### src/rtl/pipe_pkg.sv
// Shared definitions for the pipeline hazard controller.
//   NREG_BITS      register address width
//   FWD_*          EX operand forwarding select encodings
//   slot_t         scoreboard entry for MEM/WB (and the common part of EX)
//   ex_slot_t      EX entry: common part plus source operands
//   slot_match()   does register r get written by this slot?
package pipe_pkg;

    localparam int NREG_BITS = 4;

    localparam logic [1:0] FWD_REG   = 2'b00;
    localparam logic [1:0] FWD_EXMEM = 2'b01;
    localparam logic [1:0] FWD_MEMWB = 2'b10;

    typedef struct packed {
        logic                 valid;
        logic [NREG_BITS-1:0] dst;
        logic                 regwrite;
        logic                 memread;
    } slot_t;

    typedef struct packed {
        slot_t                base;
        logic [NREG_BITS-1:0] rs;
        logic [NREG_BITS-1:0] rt;
        logic                 uses_rs;
        logic                 uses_rt;
    } ex_slot_t;

    // With r0_hw set, register 0 is a constant and never carries a dependency.
    function automatic logic slot_match(input logic [NREG_BITS-1:0] r,
                                        input slot_t                s,
                                        input logic                 r0_hw);
        return s.valid && s.regwrite && (r == s.dst) && !(r0_hw && (r == '0));
    endfunction

endpackage

### src/rtl/hazard_scoreboard.sv
// Three-slot (EX, MEM, WB) destination scoreboard shadowing the pipeline.
//   clk_i, rst_ni   clock, async active-low reset
//   hold_i          freeze all slots (data memory busy)
//   load_i          EX takes id_slot_i; otherwise EX becomes a bubble
//   id_slot_i       fields of the instruction currently in ID
//   ex_o/mem_o/wb_o current slot contents
module hazard_scoreboard
    import pipe_pkg::*;
(
    input  logic     clk_i,
    input  logic     rst_ni,
    input  logic     hold_i,
    input  logic     load_i,
    input  ex_slot_t id_slot_i,
    output ex_slot_t ex_o,
    output slot_t    mem_o,
    output slot_t    wb_o
);

    ex_slot_t ex_q, ex_d;
    slot_t    mem_q, mem_d;
    slot_t    wb_q, wb_d;

    always_comb begin
        ex_d  = ex_q;
        mem_d = mem_q;
        wb_d  = wb_q;
        if (!hold_i) begin
            wb_d  = mem_q;
            mem_d = ex_q.base;
            // A bubble clears the whole entry so stale operands cannot forward.
            ex_d  = load_i ? id_slot_i : '0;
        end
    end

    always_ff @(posedge clk_i or negedge rst_ni) begin
        if (!rst_ni) begin
            ex_q  <= '0;
            mem_q <= '0;
            wb_q  <= '0;
        end else begin
            ex_q  <= ex_d;
            mem_q <= mem_d;
            wb_q  <= wb_d;
        end
    end

    assign ex_o  = ex_q;
    assign mem_o = mem_q;
    assign wb_o  = wb_q;

endmodule

### src/rtl/pipeline_hazard_ctrl.sv
// Hazard and sequencing controller for the 16-bit pipelined MIPS datapath.
// Inputs:  clk_i, reset_ni (async, active low), ID instruction fields
//          (id_valid_i, id_rs_i, id_rt_i, id_uses_rs_i, id_uses_rt_i, id_dst_i,
//          id_regwrite_i, id_memread_i), ex_redirect_i, mem_busy_i.
// Outputs: pc_en_o, ifid_en_o, ifid_flush_o, idex_bubble_o, fwd_a_o, fwd_b_o,
//          stall_cnt_o, flush_cnt_o (saturating debug counters).
// Priority: mem busy freeze > redirect flush > load-use stall > run.
module pipeline_hazard_ctrl
    import pipe_pkg::*;
#(
    parameter int R0_HARDWIRED = 1,
    parameter int CNT_W        = 16
) (
    input  logic                 clk_i,
    input  logic                 reset_ni,
    input  logic                 id_valid_i,
    input  logic [NREG_BITS-1:0] id_rs_i,
    input  logic [NREG_BITS-1:0] id_rt_i,
    input  logic                 id_uses_rs_i,
    input  logic                 id_uses_rt_i,
    input  logic [NREG_BITS-1:0] id_dst_i,
    input  logic                 id_regwrite_i,
    input  logic                 id_memread_i,
    input  logic                 ex_redirect_i,
    input  logic                 mem_busy_i,
    output logic                 pc_en_o,
    output logic                 ifid_en_o,
    output logic                 ifid_flush_o,
    output logic                 idex_bubble_o,
    output logic [1:0]           fwd_a_o,
    output logic [1:0]           fwd_b_o,
    output logic [CNT_W-1:0]     stall_cnt_o,
    output logic [CNT_W-1:0]     flush_cnt_o
);

    localparam logic R0_HW = (R0_HARDWIRED != 0);

    ex_slot_t   id_slot, ex_slot;
    slot_t      mem_slot, wb_slot;
    logic       load_use;
    logic       started_q;
    logic       stall_inc, flush_inc;
    logic [CNT_W-1:0] stall_cnt_q, stall_cnt_d;
    logic [CNT_W-1:0] flush_cnt_q, flush_cnt_d;
    logic       unused_wb_memread;

    assign id_slot.base.valid    = id_valid_i;
    assign id_slot.base.dst      = id_dst_i;
    assign id_slot.base.regwrite = id_regwrite_i;
    assign id_slot.base.memread  = id_memread_i;
    assign id_slot.rs            = id_rs_i;
    assign id_slot.rt            = id_rt_i;
    assign id_slot.uses_rs       = id_uses_rs_i;
    assign id_slot.uses_rt       = id_uses_rt_i;

    hazard_scoreboard u_scoreboard (
        .clk_i     (clk_i),
        .rst_ni    (reset_ni),
        .hold_i    (mem_busy_i),
        .load_i    (id_valid_i && !idex_bubble_o),
        .id_slot_i (id_slot),
        .ex_o      (ex_slot),
        .mem_o     (mem_slot),
        .wb_o      (wb_slot)
    );

    // A load's result only exists after MEM, so WB is the only source for it.
    assign unused_wb_memread = wb_slot.memread;

    assign load_use = id_valid_i && ex_slot.base.memread &&
                      ((id_uses_rs_i && slot_match(id_rs_i, ex_slot.base, R0_HW)) ||
                       (id_uses_rt_i && slot_match(id_rt_i, ex_slot.base, R0_HW)));

    function automatic logic [1:0] fwd_sel(input logic                 uses,
                                           input logic [NREG_BITS-1:0] r,
                                           input slot_t                m,
                                           input slot_t                w);
        if (uses && slot_match(r, m, R0_HW) && !m.memread) return FWD_EXMEM;
        if (uses && slot_match(r, w, R0_HW))                return FWD_MEMWB;
        return FWD_REG;
    endfunction

    assign fwd_a_o = fwd_sel(ex_slot.uses_rs, ex_slot.rs, mem_slot, wb_slot);
    assign fwd_b_o = fwd_sel(ex_slot.uses_rt, ex_slot.rt, mem_slot, wb_slot);

    always_comb begin
        pc_en_o       = 1'b1;
        ifid_en_o     = 1'b1;
        ifid_flush_o  = 1'b0;
        idex_bubble_o = 1'b0;
        if (!started_q) begin
            // Between reset release and the first edge the pipe stays parked.
            pc_en_o       = 1'b0;
            ifid_en_o     = 1'b0;
            idex_bubble_o = 1'b1;
        end else if (mem_busy_i) begin
            pc_en_o   = 1'b0;
            ifid_en_o = 1'b0;
        end else if (ex_redirect_i) begin
            ifid_flush_o  = 1'b1;
            idex_bubble_o = 1'b1;
        end else if (load_use) begin
            pc_en_o       = 1'b0;
            ifid_en_o     = 1'b0;
            idex_bubble_o = 1'b1;
        end
    end

    assign stall_inc = started_q && !mem_busy_i && load_use && !ex_redirect_i;
    assign flush_inc = started_q && !mem_busy_i && ex_redirect_i;

    always_comb begin
        stall_cnt_d = stall_cnt_q;
        flush_cnt_d = flush_cnt_q;
        if (stall_inc && (stall_cnt_q != '1)) stall_cnt_d = stall_cnt_q + CNT_W'(1);
        if (flush_inc && (flush_cnt_q != '1)) flush_cnt_d = flush_cnt_q + CNT_W'(1);
    end

    always_ff @(posedge clk_i or negedge reset_ni) begin
        if (!reset_ni) begin
            started_q   <= 1'b0;
            stall_cnt_q <= '0;
            flush_cnt_q <= '0;
        end else begin
            started_q   <= 1'b1;
            stall_cnt_q <= stall_cnt_d;
            flush_cnt_q <= flush_cnt_d;
        end
    end

    assign stall_cnt_o = stall_cnt_q;
    assign flush_cnt_o = flush_cnt_q;

endmodule

### config.mk
export PLATFORM = sky130hd
export DESIGN_NAME = pipeline_hazard_ctrl
export DESIGN_NICKNAME = d
export VERILOG_FILES = /design/src/rtl/pipe_pkg.sv /design/src/rtl/hazard_scoreboard.sv /design/src/rtl/pipeline_hazard_ctrl.sv
export SDC_FILE = /design/constraint.sdc
export NUM_CORES = 1
export LEC_CHECK = 0
export BUFFER_PORTS_ARGS = -buffer_cell sky130_fd_sc_hd__buf_2
export CAP_MARGIN = 10
export CORE_AREA = 8 8 104 106
export DETAILED_ROUTE_END_ITERATION = 16
export DIE_AREA = 0 0 112 114
export GPL_TIMING_DRIVEN = 0
export PLACE_DENSITY = 0.57
export SLEW_MARGIN = 25
export SYNTH_ARGS = -nofsm -noshare
export SYNTH_HDL_FRONTEND = slang
export SYNTH_SLANG_ARGS = --single-unit
### constraint.sdc
create_clock -name clk_i -period 2.3 [get_ports clk_i]
set_input_delay 0.115 -clock clk_i [delete_from_list [all_inputs] [get_ports clk_i]]
set_output_delay 0.115 -clock clk_i [all_outputs]
set_load 0.01 [all_outputs]
# Yosys cells after proc, flatten, opt, wreduce, memory -nomap -nowiden
# Cells that the tools add are included.
[word_totals]
reg_bits = 63
in_bits = 21
[classes]
n_addsub = 2
n_eq_ne = 8
n_mux = 26
reduce_logical = 45
[ops]
columns = ["operator", "count"]
rows = [
  ["$add A16 B1 Y16 const B", 2],
  ["$logic_and A1 B1 Y1", 32],
  ["$ne A16 B16 Y1 const B", 2],
  ["$eq A4 B4 Y1", 6],
  ["$mux W1", 17],
  ["$mux W17", 1],
  ["$logic_not A4 Y1", 4],
  ["$mux W2", 8],
  ["$logic_not A1 Y1", 8],
  ["$logic_or A1 B1 Y1", 1],
]

# Logic depth before layout (Yosys ltp)
# Gate-level depths: netlist (run 1).
[logic_depth]
ltp_word = 13
depth_mapped = 9
depth_no_buf = 7

# Cells and area by module
# From an unflattened synthesis (run 1), not the netlist that was laid out.
[unflattened]
cells_unflattened = 311
hier_area_um2 = 3266.9
[by_module_without_submodules]
columns = ["mod", "n_inst", "cells_per_inst", "area_per_inst_um2"]
rows = [
  ["pipeline_hazard_ctrl", 1, 208, 2049.5],
  ["hazard_scoreboard", 1, 103, 1217.4],
]

# Worst setup path before layout (run 1)
# No wires, ideal clock.
[synth_path]
kind = "register -> register"
start = "register stall_cnt_q[0] (netlist: stall_cnt_o[0])"
end = "register stall_cnt_q[1] (netlist: stall_cnt_o[1])"
setup_ns = 0.128
t_arrival_ns = 1.785
required_ns = 2.172
setup_slack_ns = 0.387
stages_incl_launch_ff = 8
path_buffers = 1
synth_period_minus_slack_ns = 1.913
path_cell_list = "dfrtp_1 > ha_1 > nand2_1 > nor3_2 > a31oi_2 > o21ai_1 > buf_6 > mux2_1"
[synth_between]
elab_chain_len = 2
word_cells_on_any_way = 3
classes_between = "add/sub: 1; eq/ne: 1; reduce/logical: 1"
[synth_lines]
columns = ["item", "line_no", "rtl"]
rows = [
  ["from (decl)", "pipeline_hazard_ctrl.sv:43", "logic [CNT_W-1:0] stall_cnt_q, stall_cnt_d;"],
  ["from (signal assigned)", "pipeline_hazard_ctrl.sv:126", "stall_cnt_q <= stall_cnt_d;"],
  ["branches (longest 2 deep; another with $add A16 B1 Y16)", "n/a", ""],
]
# Parallel ways; which one is timed is not known.
# A chain may end at the register's enable or synchronous reset.

# Worst setup path after layout (run 1)
[layout_path]
start = "register u_scoreboard.ex_q (netlist bit u_scoreboard.ex_o[12])"
end = "output port pc_en_o"
[layout_between]
elab_chain_len = 10
word_cells_on_any_way = 14
classes_between = "eq/ne: 2; mux: 4; reduce/logical: 8"
[layout_lines]
columns = ["item", "line_no", "rtl"]
rows = [
  ["from (decl)", "hazard_scoreboard.sv:20", "ex_slot_t ex_q, ex_d;"],
  ["from (signal assigned)", "hazard_scoreboard.sv:38", "ex_q <= '0;"],
  ["from (signal assigned)", "hazard_scoreboard.sv:42", "ex_q <= ex_d;"],
  ["$eq A4 B4 Y1", "pipe_pkg.sv:34", "return s.valid && s.regwrite && (r == s.dst) && !(r0_hw && (r == '0));"],
  ["$logic_and A1 B1 Y1 (2 in a row)", "pipe_pkg.sv:34", ""],
  ["$logic_and A1 B1 Y1 (on tied branches)", "pipeline_hazard_ctrl.sv:71, pipeline_hazard_ctrl.sv:72", ""],
  ["$logic_or A1 B1 Y1 (*)", "pipeline_hazard_ctrl.sv:71", "((id_uses_rs_i && slot_match(id_rs_i, ex_slot.base, R0_HW)) ||"],
  ["$logic_and A1 B1 Y1 (*)", "pipeline_hazard_ctrl.sv:70", "assign load_use = id_valid_i && ex_slot.base.memread &&"],
  ["$mux W1 (*)", "pipeline_hazard_ctrl.sv:102", "end else if (load_use) begin"],
  ["$mux W1 (*)", "pipeline_hazard_ctrl.sv:99", "end else if (ex_redirect_i) begin"],
  ["$mux W1 (*)", "pipeline_hazard_ctrl.sv:96", "end else if (mem_busy_i) begin"],
  ["$mux W1 (*)", "pipeline_hazard_ctrl.sv:91", "if (!started_q) begin"],
  ["to (decl)", "pipeline_hazard_ctrl.sv:26", "output logic pc_en_o,"],
]
# Mark *: on every way between the ends. The rest lies on a longest branch, timed or not.

==> reports/metrics.csv, run 1 <==
metric,value,unit
status,"complete, no violations",
tritoncts,done,
root_buffer,clkbuf_8,
insertion_delay,330,ps
finalSetupViolations,0,
core_area,9110,µm²
crit_required,2180,ps
synthTopCellsByArea,"dfrtp_1, xnor2_1, xor2_1",
synthesis.area,3110,µm²
cts.reportedPaths.clkPinSlew,60,ps
p_total,2.46,mW
synth_top_area_share,0.507,
crit_type,reg2out,
antenna_found_initial,0,
drt_iter0_markers,71,
cts_buffers,9,
worst-slew-pin-transition,558,ps
yosysWarnings,0,
peakVddDrop,0.214,mV
placed_area,3570,µm²
dieArea,12800,µm²
cts_setup_buffers,0,
wirelength,7040,µm
hold_viol,0,
die_w,112,µm
ys_ff_latch,63,
filler_cell_count,917,
yosysSeqAreaShare,0.507,
synth_top_area_cell,dfrtp_1,
syn_inst,260,
vias,2197,
finish.net_count,360,
drt_pass1_iterations,4,
synthArstFlopShare,1.00,
crit_fanout,8,
worstPathArrival,2140,ps
synth_edf_count,0,
drv_slew,0,
grt_pass1_wl,11500,µm
antenna_left,0,
rows,35,
rsz0062_at_grt,true,
htreeDepth,3,
n_antenna_cell,0,
cts_sinks,63,
fmax,444,MHz
hpwlAfterDp,5250,µm
startpoint_type,flop,
cp-end-kind,output port,
finalCriticalPeriod,2250,ps
drive_gt1_frac,0.337,
die_y,114,µm
post-route-period-util,0.980,
drcViolationCount,0,
grt_pass1_vias,2234,
slew_headroom,0.628,
grt_start_max_net_pins,53,
grt.total_usage,0.113,
area_growth,24.4,%
place_congestion,0.753,
clk_path_buf_depth,2,
ios,61,
placement.io_buffers,59,
final_cell_area,3860,µm²
leakage,1.91,nW
synth_flop_cell,dfrtp_1,
timing.hold.ws,17.8,ps
hold_class,in2reg,
initial_core_util,0.341,
post_drt_wl_per_cell,15.6,µm
yosys.cell_types.count,40,
grt_overflow_total,0,
syn_nets,283,
max_cap_violations,0,
synth.avg_cell_area,11.9,µm²
skew,9.10,ps
viasPerCell,4.86,
power.density,636,nW/µm²
==> per-layer routing <==
metal / vias up / share of wire / global-route usage / routed length, µm
li1: 1075 / - / - / -
met1: 1072 / 0.48 / 0.146 / 3390
met2: 42 / 0.46 / 0.173 / 3260
met3: 8 / 0.038 / 0.0312 / 266
met4: 0 / 0.016 / 0.0540 / 112
met5: - / 0 / 0 / 0
==> worst paths after layout <==
path	cells after the start	from	to	slack [ps]
hold reg to reg	1	stall_cnt_o[14]	stall_cnt_o[14]	490
min in group asynchronous	2	reset_ni	u_scoreboard.ex_o[4]	170
setup / recovery	8	u_scoreboard.ex_o[12]	pc_en_o	50
max in group asynchronous	3	reset_ni	flush_cnt_o[6]	1630
setup reg to reg	7	stall_cnt_o[0]	stall_cnt_o[1]	250
hold / removal	2	id_dst_i[3]	u_scoreboard.ex_o[15]	20
==> cell usage after synthesis (3+ instances only) <==
library cell,n
buf_6,4
a22o_1,16
buf_4,3
nand4_1,10
dfrtp_1,63
xor2_1,18
inv_1,3
mux2_2,13
and3_1,4
nor3_2,7
nor2_1,8
a21oi_1,4
xnor2_1,35
o41ai_1,3
nor4_1,7
nand3_1,18
nand2_1,15
==> through the flow <==
stage / util / worst slack (ps) / setup TNS, ps / std cells
after floorplan: - / 387 / 0 / 260
after global placement: 0.389 / 174 / 0 / 430
after detailed placement: 0.392 / 175 / 0 / 431
after CTS: 0.420 / 5.33 / 0 / 452
after global routing: 0.424 / -45.7 / -68.0 / 452
final: 0.424 / 45.2 / 0 / 452
==> state kept, by name, indices dropped and copies added, names as in the netlist <==
register            count
flush_cnt_o            16
stall_cnt_o            16
started_q               1
u_scoreboard.ex_o      17
u_scoreboard.mem_o      7
u_scoreboard.wb_o       6
==> area by class of cell <==
cell class | count | area, µm² | share of cell area
plain buffers | 11 | 101 | 0.0262
clock buffers | 10 | 128 | 0.0330
clock inverters | 5 | 50.0 | 0.0130
inverters | 3 | 11.3 | 0.00291
multi-input cells | 183 | 1470 | 0.381
flip-flops and latches | 63 | 1580 | 0.408
well taps | 111 | 139 | 0.0359
repair buffers | 66 | 385 | 0.0997
==> power by group <==
part,switching [mW],total [mW],internal [mW]
clock network,0.407,0.894,0.487
registers,0.0802,1.25,1.17
logic,0.157,0.311,0.153
total,0.645,2.46,1.81
==> kinds of logic (layout without fill, tap and decap cells) <==
| group | count (synthesis) | in the layout | share of synthesized area |
|---|---|---|---|
| flops | 63 | 63 | 0.507 |
| other cells | 1 | 1 | 0.00121 |
| fa+ha+maj | 2 | 2 | 0.00805 |
| simple gates | 84 | 84 | 0.171 |
| buf+inv | 14 | 95 | 0.0362 |
| mux | 15 | 15 | 0.0544 |
| xor+xnor | 53 | 53 | 0.149 |
| compound gates | 28 | 28 | 0.0725 |
==> placed cells by master (no fill, tap or decap), types with 5 or more instances in the layout <==
cell type	synthesis	routed
xnor2_1	35	34
dfrtp_1	63	62
clkbuf_8	0	9
nand3_1	18	18
buf_2	1	59
nor2_1	8	8
nand2_1	15	15
nand4_1	10	10
mux2_2	13	13
xor2_1	18	18
nor3_2	7	6
a22o_1	16	16
dlygate4sd3_1	1	7
nor4_1	7	5
==> worst max-delay path, cell delays in order, from the launching register on <==
cell and delay [ps]:
dfrtp_1 370, buf_6 140, o41ai_4 400, nor4_4 70, or2_1 230, buf_6 150
a21oi_1 190, buf_4 140, buf_2 120
==> what timing repair did <==
| item | 4_1_cts | 5_1_grt |
|---|---|---|
| hold endpoints to repair | 68 | 0 |
| hold buffers | 6 | 0 |
| resized for setup | 3 | 5 |
| setup endpoints to repair | 3 | 3 |
| pin swaps | 2 | 1 |
Note: power is estimated with default switching activity, not from simulation.
==> inputs of run 2 (changes only) <==
Settings changed: RECOVER_POWER set to 50.
==> reports/metrics.csv, run 2 (same netlist as run 1, synthesis figures left out) <==
metric,value,unit
status,"complete, no violations",
n_antenna_cell,0,
clk_path_buf_depth,2,
setup_ws,45.4,ps
worstPathArrival,2140,ps
peakVddDrop,0.214,mV
insertion_delay,330,ps
grt_overflow_total,0,
root_buffer,clkbuf_8,
placement.io_buffers,59,
grt_pass1_vias,2234,
startpoint_type,flop,
grt_pass1_wl,11500,µm
grt.total_usage,0.113,
grt_start_max_net_pins,53,
rows,35,
place_ws,175,ps
ios,61,
most-common-layout-cells,"dfrtp_1, buf_2, xnor2_1",
wirelength,7030,µm
slowest_delay,400,ps
final_cell_area,3850,µm²
die_w,112,µm
initial_core_util,0.341,
timing.hold.ws,17.8,ps
crit_required,2180,ps
drt_iter0_markers,71,
fin_util,0.423,
crit_fanout,8,
post_drt_wl_per_cell,15.6,µm
antenna_left,0,
finalSetupViolations,0,
dieArea,12800,µm²
cpMostUsedCell,buf_6,
hpwlAfterDp,5250,µm
die_y,114,µm
viasPerCell,4.86,
core_area,9110,µm²
htreeDepth,3,
hold_class,in2reg,
final_common_cell,dfrtp_1,
placed_area,3570,µm²
worst-slew-pin-transition,801,ps
cp-end-kind,output port,
largest_reg_flops,17,
vias,2198,
place_congestion,0.753,
crit_type,reg2out,
drive_gt1_frac,0.320,
skew,9.10,ps
hold_viol,0,
area_growth,24.0,%
finish.net_count,360,
drt_pass1_iterations,4,
fmax,444,MHz
slew_headroom,0.466,
finalCriticalPeriod,2250,ps
post-route-period-util,0.980,
cts_setup_buffers,0,
slowest_stage,o41ai_4,
drcViolationCount,0,
antenna_found_initial,0,
tritoncts,done,
power.density,638,nW/µm²
drv_slew,0,
cts.reportedPaths.clkPinSlew,60,ps
rsz0062_at_grt,true,
cts_buffers,9,
crit_chain,buf_6 > o41ai_4 > nor4_4 > or2_1 > buf_6 > a21oi_1 > buf_4 > buf_2,
leakage,1.88,nW
cts_sinks,63,
max_cap_violations,0,
==> run 2: cell types whose count changed in the layout (fill, tap and decap cells not counted), sizes merged <==
cell / change
buf: -6
clkbuf: +6
==> run 2: repair_timing <==
action,CTS,global route
hold buffers,6,0
endpoints found under the hold margin,68,0
endpoints found under the setup margin,3,3
pin swaps,2,1
gates resized for setup,3,5
==> run 2: worst max-delay path: cells and delay by family (launching register included) <==
kind                   cells  cell delay [ps]
AOI/OAI and AO/OA          2              590
buffers and inverters      4              550
DFF                        1              370
and+or+nand+nor            2              300
==> run 2: final timing paths <==
kind / depth (start not counted) / slack (ps) / startpoint / end
worst min-delay path: 2 / 20 / id_dst_i[3] / u_scoreboard.ex_o[15]
worst min register to register: 1 / 490 / stall_cnt_o[14] / stall_cnt_o[14]
min in group asynchronous: 2 / 380 / reset_ni / u_scoreboard.ex_o[4]
max in group asynchronous: 3 / 1200 / reset_ni / flush_cnt_o[6]
worst max register to register: 7 / 250 / stall_cnt_o[0] / stall_cnt_o[1]
worst max-delay path: 8 / 50 / u_scoreboard.ex_o[12] / pc_en_o
==> run 2: power breakdown <==
part / internal (mW) / switching, mW
logic: 0.153 / 0.157
clock network: 0.487 / 0.407
registers: 1.17 / 0.0803
total: 1.81 / 0.645
==> run 2: layout make-up <==
class | instances | area [µm²]
timing repair buffer | 66 | 375
clock buffer | 10 | 128
clock inverter | 5 | 50.0
tap | 111 | 139
multi-input combinational | 183 | 1470
inverter | 3 | 11.3
buffer | 11 | 101
fill | 917 | 5260
sequential | 63 | 1580
==> run 2: layer usage <==
| metal | global-route usage | vias to the layer above | part of all wire |
|---|---|---|---|
| met2 | 0.173 | 42 | 0.46 |
| met3 | 0.0312 | 8 | 0.038 |
| li1 | - | 1075 | - |
| met1 | 0.146 | 1073 | 0.48 |
| met5 | 0 | - | 0 |
| met4 | 0.0540 | 0 | 0.016 |
==> run 2: through the flow <==
step	power (mW)	cells	TNS, ps
after detailed placement	1.57	431	0
after floorplan	1.43	260	0
after global routing	2.58	452	-68.0
final	2.46	452	0
after global placement	1.56	430	0
after CTS	2.49	452	0
